==> config.mk <==
export PLATFORM = sky130hd
export DESIGN_NAME = hazard_stall_ctrl
export DESIGN_NICKNAME = d
export VERILOG_FILES = /design/src/rtl/pipe_ctrl_pkg.sv /design/src/rtl/hazard_detect.sv /design/src/rtl/hazard_stall_ctrl.sv
export SDC_FILE = /design/constraint.sdc
export NUM_CORES = 1
export LEC_CHECK = 0
export CAP_MARGIN = 20
export CORE_ASPECT_RATIO = 1.4
export CORE_UTILIZATION = 46
export CTS_CLUSTER_DIAMETER = 100
export DETAILED_ROUTE_END_ITERATION = 10
export PLACE_DENSITY_LB_ADDON = 0.12
export SLEW_MARGIN = 10
export SYNTH_ARGS = -nofsm -noshare
export SYNTH_HDL_FRONTEND = slang
export SYNTH_SLANG_ARGS = --single-unit
==> constraint.sdc <==
create_clock -name clk_i -period 2.39 [get_ports clk_i]
set_input_delay 0.478 -clock clk_i [delete_from_list [all_inputs] [get_ports clk_i]]
set_output_delay 0.478 -clock clk_i [all_outputs]
set_load 0.01 [all_outputs]
==> src/rtl/pipe_ctrl_pkg.sv <==
// Shared definitions for the pipeline stall/flush controller and its hazard helpers.
// Holds the memory-FSM state encoding and the bundle of per-stage control outputs.
package pipe_ctrl_pkg;

    localparam logic       ST_RUN   = 1'b0;
    localparam logic       ST_WAIT  = 1'b1;
    localparam logic [4:0] REG_ZERO = 5'd0;

    typedef struct packed {
        logic pc_write;
        logic ifid_stall;
        logic ifid_flush;
        logic idex_stall;
        logic idex_bubble;
        logic exmem_stall;
        logic memwb_bubble;
    } ctrl_t;

    // Free-running pipeline: only the PC advances on its own.
    localparam ctrl_t CTRL_IDLE = '{pc_write: 1'b1, default: 1'b0};

endpackage

==> src/rtl/hazard_detect.sv <==
// Load-use hazard compare between the load in EX and the source registers in ID.
// Purely combinational so other units (forwarding bench, etc.) can reuse it.
module hazard_detect
    import pipe_ctrl_pkg::*;
(
    input  logic       IDEX_MemRead_i,
    input  logic [4:0] IDEX_RegAddrRt_i,
    input  logic [4:0] IFID_RegAddrRs_i,
    input  logic [4:0] IFID_RegAddrRt_i,
    output logic       LoadUse_o
);

    logic rs_match;
    logic rt_match;

    assign rs_match = (IDEX_RegAddrRt_i == IFID_RegAddrRs_i);
    assign rt_match = (IDEX_RegAddrRt_i == IFID_RegAddrRt_i);

    // $zero is never a real producer, so a load targeting it cannot create a hazard.
    assign LoadUse_o = IDEX_MemRead_i && (IDEX_RegAddrRt_i != REG_ZERO) && (rs_match || rt_match);

endmodule

==> src/rtl/hazard_stall_ctrl.sv <==
// Central stall/flush/bubble controller for the 5-stage pipeline: memory-latency FSM,
// load-use stalls and taken-branch flushes, plus a saturating stall-cycle counter.
module hazard_stall_ctrl
    import pipe_ctrl_pkg::*;
#(
    parameter int MEM_LAT = 2,
    parameter int CNT_W   = 32
) (
    input  logic             clk_i,
    input  logic             rst_i,
    input  logic             IDEX_MemRead_i,
    input  logic [4:0]       IDEX_RegAddrRt_i,
    input  logic [4:0]       IFID_RegAddrRs_i,
    input  logic [4:0]       IFID_RegAddrRt_i,
    input  logic             Branch_taken_i,
    input  logic             EXMEM_MemAccess_i,
    output logic             PCWrite_o,
    output logic             IFID_Stall_o,
    output logic             IFID_Flush_o,
    output logic             IDEX_Stall_o,
    output logic             IDEX_Bubble_o,
    output logic             EXMEM_Stall_o,
    output logic             MEMWB_Bubble_o,
    output logic             MemStall_o,
    output logic [CNT_W-1:0] StallCnt_o
);

    // Wait counter only needs to hold MEM_LAT-2; keep at least one bit.
    localparam int             CW       = (MEM_LAT > 2) ? $clog2(MEM_LAT - 1) : 1;
    localparam logic [CW-1:0]  CNT_INIT = CW'((MEM_LAT > 1) ? (MEM_LAT - 2) : 0);
    localparam bit             MEM_SLOW = (MEM_LAT > 1);

    logic             state_q, state_d;
    logic [CW-1:0]    cnt_q, cnt_d;
    logic [CNT_W-1:0] stall_cnt_q, stall_cnt_d;
    logic             fsm_stall;
    logic             mem_stall;
    logic             hazard_lu;
    logic             load_use;
    ctrl_t            ctrl;

    hazard_detect u_hazard_detect (
        .IDEX_MemRead_i   (IDEX_MemRead_i),
        .IDEX_RegAddrRt_i (IDEX_RegAddrRt_i),
        .IFID_RegAddrRs_i (IFID_RegAddrRs_i),
        .IFID_RegAddrRt_i (IFID_RegAddrRt_i),
        .LoadUse_o        (hazard_lu)
    );

    always_ff @(posedge clk_i) begin
        if (rst_i) begin
            state_q     <= ST_RUN;
            cnt_q       <= '0;
            stall_cnt_q <= '0;
        end else begin
            state_q     <= state_d;
            cnt_q       <= cnt_d;
            stall_cnt_q <= stall_cnt_d;
        end
    end

    always_comb begin
        state_d   = state_q;
        cnt_d     = cnt_q;
        fsm_stall = 1'b0;
        case (state_q)
            ST_RUN: begin
                if (EXMEM_MemAccess_i && MEM_SLOW) begin
                    fsm_stall = 1'b1;
                    cnt_d     = CNT_INIT;
                    state_d   = ST_WAIT;
                end
            end
            ST_WAIT: begin
                // cnt==0 is the completion cycle: pipeline released, new access seen next cycle.
                if (cnt_q != '0) begin
                    fsm_stall = 1'b1;
                    cnt_d     = cnt_q - CW'(1);
                end else begin
                    state_d = ST_RUN;
                end
            end
            default: state_d = ST_RUN;
        endcase
    end

    assign mem_stall = fsm_stall && !rst_i;
    assign load_use  = hazard_lu && !rst_i;

    // One increment per stalled cycle, whichever source(s) caused it; saturates at all-ones.
    always_comb begin
        stall_cnt_d = stall_cnt_q;
        if ((mem_stall || load_use) && (stall_cnt_q != '1))
            stall_cnt_d = stall_cnt_q + CNT_W'(1);
    end

    always_comb begin
        ctrl = CTRL_IDLE;
        if (rst_i) begin
            ctrl = CTRL_IDLE;
        end else if (mem_stall) begin
            // Freeze everything upstream of MEM and drain a bubble into WB.
            ctrl.pc_write     = 1'b0;
            ctrl.ifid_stall   = 1'b1;
            ctrl.idex_stall   = 1'b1;
            ctrl.exmem_stall  = 1'b1;
            ctrl.memwb_bubble = 1'b1;
        end else if (load_use) begin
            // No flush: a branch in ID is re-resolved next cycle with the loaded operand.
            ctrl.pc_write    = 1'b0;
            ctrl.ifid_stall  = 1'b1;
            ctrl.idex_bubble = 1'b1;
        end else if (Branch_taken_i) begin
            ctrl.ifid_flush = 1'b1;
        end
    end

    assign PCWrite_o      = ctrl.pc_write;
    assign IFID_Stall_o   = ctrl.ifid_stall;
    assign IFID_Flush_o   = ctrl.ifid_flush;
    assign IDEX_Stall_o   = ctrl.idex_stall;
    assign IDEX_Bubble_o  = ctrl.idex_bubble;
    assign EXMEM_Stall_o  = ctrl.exmem_stall;
    assign MEMWB_Bubble_o = ctrl.memwb_bubble;
    assign MemStall_o     = mem_stall;
    assign StallCnt_o     = stall_cnt_q;

endmodule

* Yosys cells after proc, flatten, opt, wreduce, memory -nomap -nowiden
Cells that the tools add are included.
Word-level totals: register bits after elaboration 34, input port bits 20, output and inout bits 40, word-level logic and storage cells 35
Operators by class: add/sub/neg operators 2, equal/unequal tests 4, multiplexer cells 16, bitwise logic cells 1, reductions and logical operators 9
Operators with widths (count):
- adder 32 x 1 -> 32 bit (second input constant) | 1
- != test 32 bit (second input constant) | 1
- equality test 5 bit | 2
- two-way mux 1 bit | 10
- two-way mux 7 bit | 1
- two-way mux 2 bit | 3
- logical AND 1 bit | 5
- nonzero test 5 bit | 1
- case mux 1 bit (2 select lines) | 2
- logical OR 1 bit | 2
- != test 2 bit (second input constant) | 1
- zero test 1 bit | 1
- NOT 1 bit | 1
- subtractor 1 bit (second input constant) | 1

* Depth between registers and ports, before layout
Gate-level depths: netlist of the first run.
depth after elaboration 7, depth in mapped cells 9, mapped depth without buffers 8

* By module
Synthesis of the first run repeated with hierarchy kept, for this count alone.
Unflattened totals: cells, all modules 226, area total of the unflattened synthesis 1821.7 um^2
Modules (own cells, without submodules):
- hazard_stall_ctrl | times used 1, cells each 209, area each 1696.6 um^2, seq. area each 660.6 um^2
- hazard_detect | times used 1, cells each 17, area each 125.1 um^2, seq. area each 0.0 um^2

* Least setup slack after synthesis of the first run
Ideal clock, no wire load.
kind input -> output, from input port IDEX_RegAddrRt_i[1], to output port IFID_Flush_o, arrival 1.983 ns, data required time 1.912 ns, setup slack -0.071 ns, stages 7, path buffers 1, cell sequence or4_1 nor2_1 nor3b_2 a21oi_4 inv_2 buf_2 nor3b_1
On the way: cells in the longest elaborated chain, start to end 7, elaborated cells between the ends (all ways) 10, those cells by class eq/ne (2); mux (3); reduce/logical (5)
RTL lines:
- start, declared | RTL line hazard_stall_ctrl.sv:12 | input logic [4:0] IDEX_RegAddrRt_i,
- equality test 5 bit (tied with other cells) | RTL line hazard_detect.sv:16 | assign rs_match = (IDEX_RegAddrRt_i == IFID_RegAddrRs_i);
- logical OR 1 bit / logical AND 1 bit (equally long branches) | RTL line hazard_detect.sv:20 | assign LoadUse_o = IDEX_MemRead_i && (IDEX_RegAddrRt_i != REG_ZERO) && (rs_match || rt_match);
- logical AND 1 bit * | RTL line hazard_detect.sv:20
- logical AND 1 bit * | RTL line hazard_stall_ctrl.sv:88 | assign load_use = hazard_lu && !rst_i;
- two-way mux 1 bit * | RTL line hazard_stall_ctrl.sv:108 | end else if (load_use) begin
- two-way mux 1 bit * | RTL line hazard_stall_ctrl.sv:101 | end else if (mem_stall) begin
- two-way mux 7 bit * | RTL line hazard_stall_ctrl.sv:99 | if (rst_i) begin
- end, declared | RTL line hazard_stall_ctrl.sv:19 | output logic IFID_Flush_o,
Mark *: on every way between the ends. The rest lies on a longest branch, timed or not.

* Final worst setup path of the first run
from input port EXMEM_MemAccess_i, to output port MEMWB_Bubble_o
On the way: cells in the longest elaborated chain, start to end 5
RTL lines:
- start, declared | RTL line hazard_stall_ctrl.sv:16 | input logic EXMEM_MemAccess_i,
- two-way mux 1 bit | RTL line hazard_stall_ctrl.sv:68 | if (EXMEM_MemAccess_i && MEM_SLOW) begin
- case mux 1 bit (2 select lines) | RTL line hazard_stall_ctrl.sv:66 | case (state_q)
- logical AND 1 bit | RTL line hazard_stall_ctrl.sv:87 | assign mem_stall = fsm_stall && !rst_i;
- two-way mux 2 bit | RTL line hazard_stall_ctrl.sv:101
- two-way mux 7 bit | RTL line hazard_stall_ctrl.sv:99
- end, declared | RTL line hazard_stall_ctrl.sv:23 | output logic MEMWB_Bubble_o,
No other way between the ends.

==> results of run 1 <==
-- kinds of logic (layout without fill, tap and decap cells) --
logic type	count (synthesis)	in the layout	synth area share, %
AOI/OAI and AO/OA	23	23	9.74
xor gates and xnor gates	29	29	13.7
adders and majority gates	1	1	0.676
buffers and inverters	16	102	4.40
DFF	33	33	35.7
muxes	4	4	2.30
and+or+nand+nor	108	108	33.4
-- worst register-to-register path, stage by stage (launching register included) --
cell	delay (ns)
dfxtp_1	0.34
ha_1	0.18
nand3_1	0.10
or3_1	0.53
nor4_4	0.46
buf_4	0.22
nor4_1	0.06
xnor2_1	0.20
nor2_1	0.06
-- path summary, 6_finish.rpt --
path,from,to,slack (ns),depth (start not counted)
worst max-delay path,EXMEM_MemAccess_i,MEMWB_Bubble_o,0.03,4
worst min-delay path,state_q,state_q,0.49,1
worst max register to register,StallCnt_o[0],StallCnt_o[15],0.14,8
worst min register to register,state_q,state_q,0.49,1
-- flip-flops by register name (all words and copies together) (netlist names) --
signal	flops
StallCnt_o	32
state_q	1
-- where the power goes --
| part | switching (mW) | internal (mW) |
|---|---|---|
| logic | 0.0684 | 0.0860 |
| registers | 0.00239 | 0.553 |
| clock network | 0.212 | 0.201 |
| total | 0.283 | 0.840 |
-- layout by cell type (no fill, tap or decap), types with 3 or more instances in the layout --
cell and instances:
and3_1 7, inv_1 5, and4_1 6, nor4_4 3, buf_4 27, clkdlybuf4s50_1 47, buf_2 4, xnor2_1 20
dfxtp_1 33, o21ai_0 4, nand2_1 12, nor4_1 5, xor2_1 9, nand3_1 12, nor3_1 3, clkbuf_8 5
or3_1 5, nor2_1 29, a21oi_1 8, nand4_1 8
-- layer usage --
layer | vias to the layer above | global-route usage, % | wire length (um)
li1 | 928 | - | -
met1 | 871 | 27.3 | 2070
met2 | 56 | 42.7 | 2580
met3 | 12 | 4.89 | 228
met4 | 0 | 12.3 | 131
met5 | - | 0 | 0
-- synthesized netlist by cell type (2+ instances only) --
library cell  instances  area share, %
buf_4                 3            1.2
a311oi_1              2           0.95
nor2_1               30            6.1
xnor2_1              20            9.5
nand2b_1              2           0.68
clkbuf_1              4           0.81
and3_1                7            2.4
nand2_1              12            2.4
or3_1                 5            1.7
nor4_2                2            1.4
xor2_1                9            4.3
nor2b_1               2           0.68
o21ai_0               4            1.1
nor3b_1               3            1.2
nand4_1               8            2.7
inv_1                 5            1.0
nand3_1              12            3.2
and4_1                6            2.8
and2_1                2           0.68
or4_1                 2           0.81
nor3_1                3           0.81
dfxtp_1              33             36
a21oi_1               8            2.2
nor4_1                6            2.0
mux2i_1               2            1.1
buf_2                 2           0.54
-- metrics by stage --
step / setup TNS, ns / instance area [um^2]
after detailed placement: -13.15 / 2630
after floorplan: 0 / 1850
after global placement: -12.34 / 2630
final: 0 / 2780
after CTS: -0.00288 / 2760
after global routing: -0.133 / 2780
-- layout make-up --
class	count	area, um^2	share of cell area (%)
multi-input cells	165	1160	41.8
repair buffers	88	793	28.6
flip-flops and latches	33	661	23.8
clock buffers	5	68.8	2.48
well taps	42	52.6	1.89
inverters	6	22.5	0.811
clock inverters	3	17.5	0.631
-- repair_timing --
action,4_1_cts,5_1_grt
endpoints found under the setup margin,29,19
pin swaps,7,4
resized for setup,35,9
hold endpoints to repair,0,0
buffers inserted,3,1
==> impl_metrics.json, run 1 <==
{
  "htree_levels": 2,
  "root_buffer": "clkbuf_8",
  "fin_crit_sh_pct": 98.6,
  "syn_area_um2": 1850,
  "grt_usage_pct": 24.3,
  "postCtsHoldBufs": 0,
  "hold_violations": 0,
  "post-route-util_pct": 74.2,
  "core-area_um2": 3740,
  "dieArea_um2": 4280,
  "cts_buffers": 5,
  "num-fill-cells": 311,
  "drc": 0,
  "layout.cells.non_filler": 342,
  "setup_viol": 0,
  "syn_area_per_cell_um2": 8.64,
  "cts_buffer_depth": 2,
  "synth_edf_count": 0,
  "yosysWarnings": 0,
  "tritoncts": "yes",
  "path_buf_inv": 3,
  "slew_headroom_pct": 63.6,
  "worst_ep_required_time_ns": 1.91,
  "synthCells": 214,
  "core.rowCount": 26,
  "nets": 320,
  "crit_path_top_delay_cell": "clkdlybuf4s50_1",
  "initialDrtViolationCount": 74,
  "slowest_delay_ns": 0.52,
  "ys_ff_latch": 33,
  "startpoint_type": "primary input",
  "dp_hpwl_um": 3530,
  "io_pins": 60,
  "place_congestion": 0.809,
  "power.density_nw_per_um2": 404,
  "status": "completed",
  "first_global_vias": 1815,
  "drive_above_1_share_pct": 21.0,
  "grt_first_pass_wirelength_um": 8280,
  "worst_pin_slew_ns": 0.542,
  "synth_top_flop_cell": "dfxtp_1",
  "dieHeight_um": 77.0,
  "viasPerCell": 5.46,
  "layout_setup_ws_ns": 0.0324,
  "num_vias": 1867,
  "clock_skew_ns": 0.00482,
  "crit_path_frequent_cell": "clkdlybuf4s50_1",
  "cts.sinks": 33,
  "ys_types": 46,
  "async_flop_share_pct": 0,
  "areaGrowthSynthToFinish_pct": 50.2,
  "grt_max_degree": 21,
  "period_needed_ns": 2.36,
  "rsz0062_at_grt": "true",
  "critical_path_arrival_ns": 1.88,
  "cts.clk_slew.worst_paths_ns": 0.07,
  "cap_viol_max_count": 0,
  "synth_nets": 235,
  "wl_um": 5010,
  "ys_seq_area_share_pct": 35.7,
  "cp_max_fo": 4,
  "leakagePower_nw": 1.05,
  "start_util_pct": 49.4,
  "max_freq_ghz": 0.424,
  "path_cells": "clkdlybuf4s50_1, nor3b_2, buf_4, clkdlybuf4s50_1",
  "wl_per_cell_um": 14.6,
  "overflow": 0,
  "die_w_um": 55.6,
  "cp-end-kind": "output port",
  "critical_path.top_delay_family": "buffers and inverters",
  "ant_nets": 0,
  "worstHoldPathType": "reg2reg",
  "ir_drop_mv": 0.388,
  "drt_pass1_iterations": 4,
  "power_mw": 1.12,
  "antenna_found_initial": 0,
  "slew_violations": 0,
  "fin_hold_ws_ns": 0.492,
  "dp_slack_ns": -0.780,
  "clock_latency_ns": 0.29,
  "place_inst": 331,
  "diodes": 0,
  "critPathKind": "in2out",
  "port_buffers": 59
}
Note: power is estimated with default switching activity, not from simulation.
==> run 2, diff against run 1 <==
--- a/config.mk
+++ b/config.mk
@@ -7,6 +7,7 @@
 export LEC_CHECK = 0
 export CAP_MARGIN = 20
 export CORE_ASPECT_RATIO = 1.4
+export CORE_MARGIN = 2
 export CORE_UTILIZATION = 46
 export CTS_CLUSTER_DIAMETER = 100
 export DETAILED_ROUTE_END_ITERATION = 10
==> run 2 against run 1 <==
  * Global-route usage shrank 1.4 points
  * Power up 4.7%
  * Die area increased by 6.3%
  * Critical path type unchanged
  * Largest power group unchanged
==> impl_metrics.json, run 2 (same netlist as run 1, synthesis figures left out) <==
{
  "status": "completed",
  "power.density_nw_per_um2": 417,
  "cp-end-kind": "output port",
  "fin_crit_sh_pct": 96.9,
  "initialDrtViolationCount": 81,
  "place_area_um2": 2610,
  "slew_violations": 0,
  "largest_reg_flops": 32,
  "grt_usage_pct": 22.9,
  "antenna_found_initial": 0,
  "dieArea_um2": 4550,
  "cap_viol_max_count": 0,
  "leakagePower_nw": 1.13,
  "cts.sinks": 33,
  "setup_viol": 0,
  "overflow": 0,
  "worstHoldPathType": "reg2reg",
  "fin_hold_ws_ns": 0.465,
  "drive_above_1_share_pct": 21.5,
  "place_congestion": 0.791,
  "finalInstanceArea_um2": 2820,
  "startpoint_type": "primary input",
  "viasPerCell": 5.50,
  "dp_slack_ns": -0.726,
  "grt_max_degree": 23,
  "drc": 0,
  "hold_path.startpoint": "state_q",
  "clock_latency_ns": 0.28,
  "worst_ep_required_time_ns": 1.91,
  "layout_common_cells": "40 x clkdlybuf4s50_1, 33 x dfxtp_1, 28 x nor2_1",
  "multi_input_area_um2": 1170,
  "tritoncts": "yes",
  "num_vias": 1874,
  "layout_setup_ws_ns": 0.0739,
  "critical_path_arrival_ns": 1.84,
  "clock_skew_ns": 0.00880,
  "first_global_vias": 1802,
  "layout.cells.non_filler": 341,
  "post-route-util_pct": 72.5,
  "ant_nets": 0,
  "critPathKind": "in2out",
  "core-area_um2": 3880,
  "cp_max_fo": 2,
  "areaGrowthSynthToFinish_pct": 52.2,
  "regToRegStartpoint": "StallCnt_o[0]",
  "max_freq_ghz": 0.432,
  "cts_buffers": 5,
  "diodes": 0,
  "cts.clk_slew.worst_paths_ns": 0.06,
  "regArea_um2": 661,
  "wl_per_cell_um": 14.5,
  "dieHeight_um": 79.0,
  "hold_violations": 0,
  "die_w_um": 57.6,
  "num-fill-cells": 311,
  "nets": 318,
  "mostFrequentLayoutCell": "clkdlybuf4s50_1",
  "dp_hpwl_um": 3560,
  "io_pins": 60,
  "worst_pin_slew_ns": 0.512,
  "drt_pass1_iterations": 4,
  "htree_levels": 2,
  "period_needed_ns": 2.32,
  "slew_headroom_pct": 65.8,
  "grt_first_pass_wirelength_um": 8230,
  "place_inst": 328,
  "start_util_pct": 47.6,
  "critical_path.startpoint": "IFID_RegAddrRt_i[2]",
  "root_buffer": "clkbuf_8",
  "cts_buffer_depth": 2,
  "port_buffers": 59,
  "wl_um": 4930,
  "core.rowCount": 27,
  "ir_drop_mv": 0.388
}
## run 2: changes by cell type in the layout (fill, tap and decap cells not counted), moves of 2 or more
cell             previous run  this run
dlymetal6s2s_1              2        10
clkdlybuf4s50_1            47        40
buf_4                      27        25
clkbuf_8                    5         7
## run 2: power by group
group,internal [mW],switching [mW],leakage (nW)
clock,0.260,0.205,0.0542
sequential,0.553,0.00208,0.266
combinational,0.0852,0.0700,0.806
total,0.899,0.277,1.13
## run 2: worst max-delay path: stages
cell and delay, ns:
clkdlybuf4s50_1 0.49, xnor2_1 0.12, nand2_1 0.08, o22ai_2 0.11, buf_4 0.14, a21oi_4 0.05
buf_4 0.14, clkdlybuf4s15_2 0.22
## run 2: final cells by class
class                      count  share of cell area, %
multi-input combinational    165                   41.6
timing repair buffer          86                   28.6
sequential                    33                   23.5
clock buffer                   7                   3.42
tap                           43                   1.91
inverter                       6                  0.800
clock inverter                 1                  0.178
## run 2: metrics by stage
stage	power [mW]	TNS [ns]
after floorplan	0.632	0
after global placement	0.712	-13.45
after detailed placement	0.713	-14.34
after CTS	1.18	-0.0539
after global routing	1.21	-0.00549
final	1.18	0
## run 2: routing by layer
metal	vias up	global-route usage (%)	wire length, um
met2	66	42.4	2620
met3	7	5.05	340
li1	925	-	-
met4	0	6.51	61
met5	-	0	0
met1	876	25.5	1910
## run 2: final timing paths
path               endpoint  slack [ns]  cells after the start
max               PCWrite_o        0.07                      8
max reg2reg  StallCnt_o[19]        0.16                      8
min                 state_q        0.46                      1
min reg2reg         state_q        0.46                      1
## run 2: what timing repair did
item / in CTS / in global routing
setup endpoints to repair: 30 / 24
buffers inserted: 5 / 0
gates cloned: 0 / 0
resized for setup: 29 / 24
pin swaps: 7 / 8
hold buffers: 0 / 0
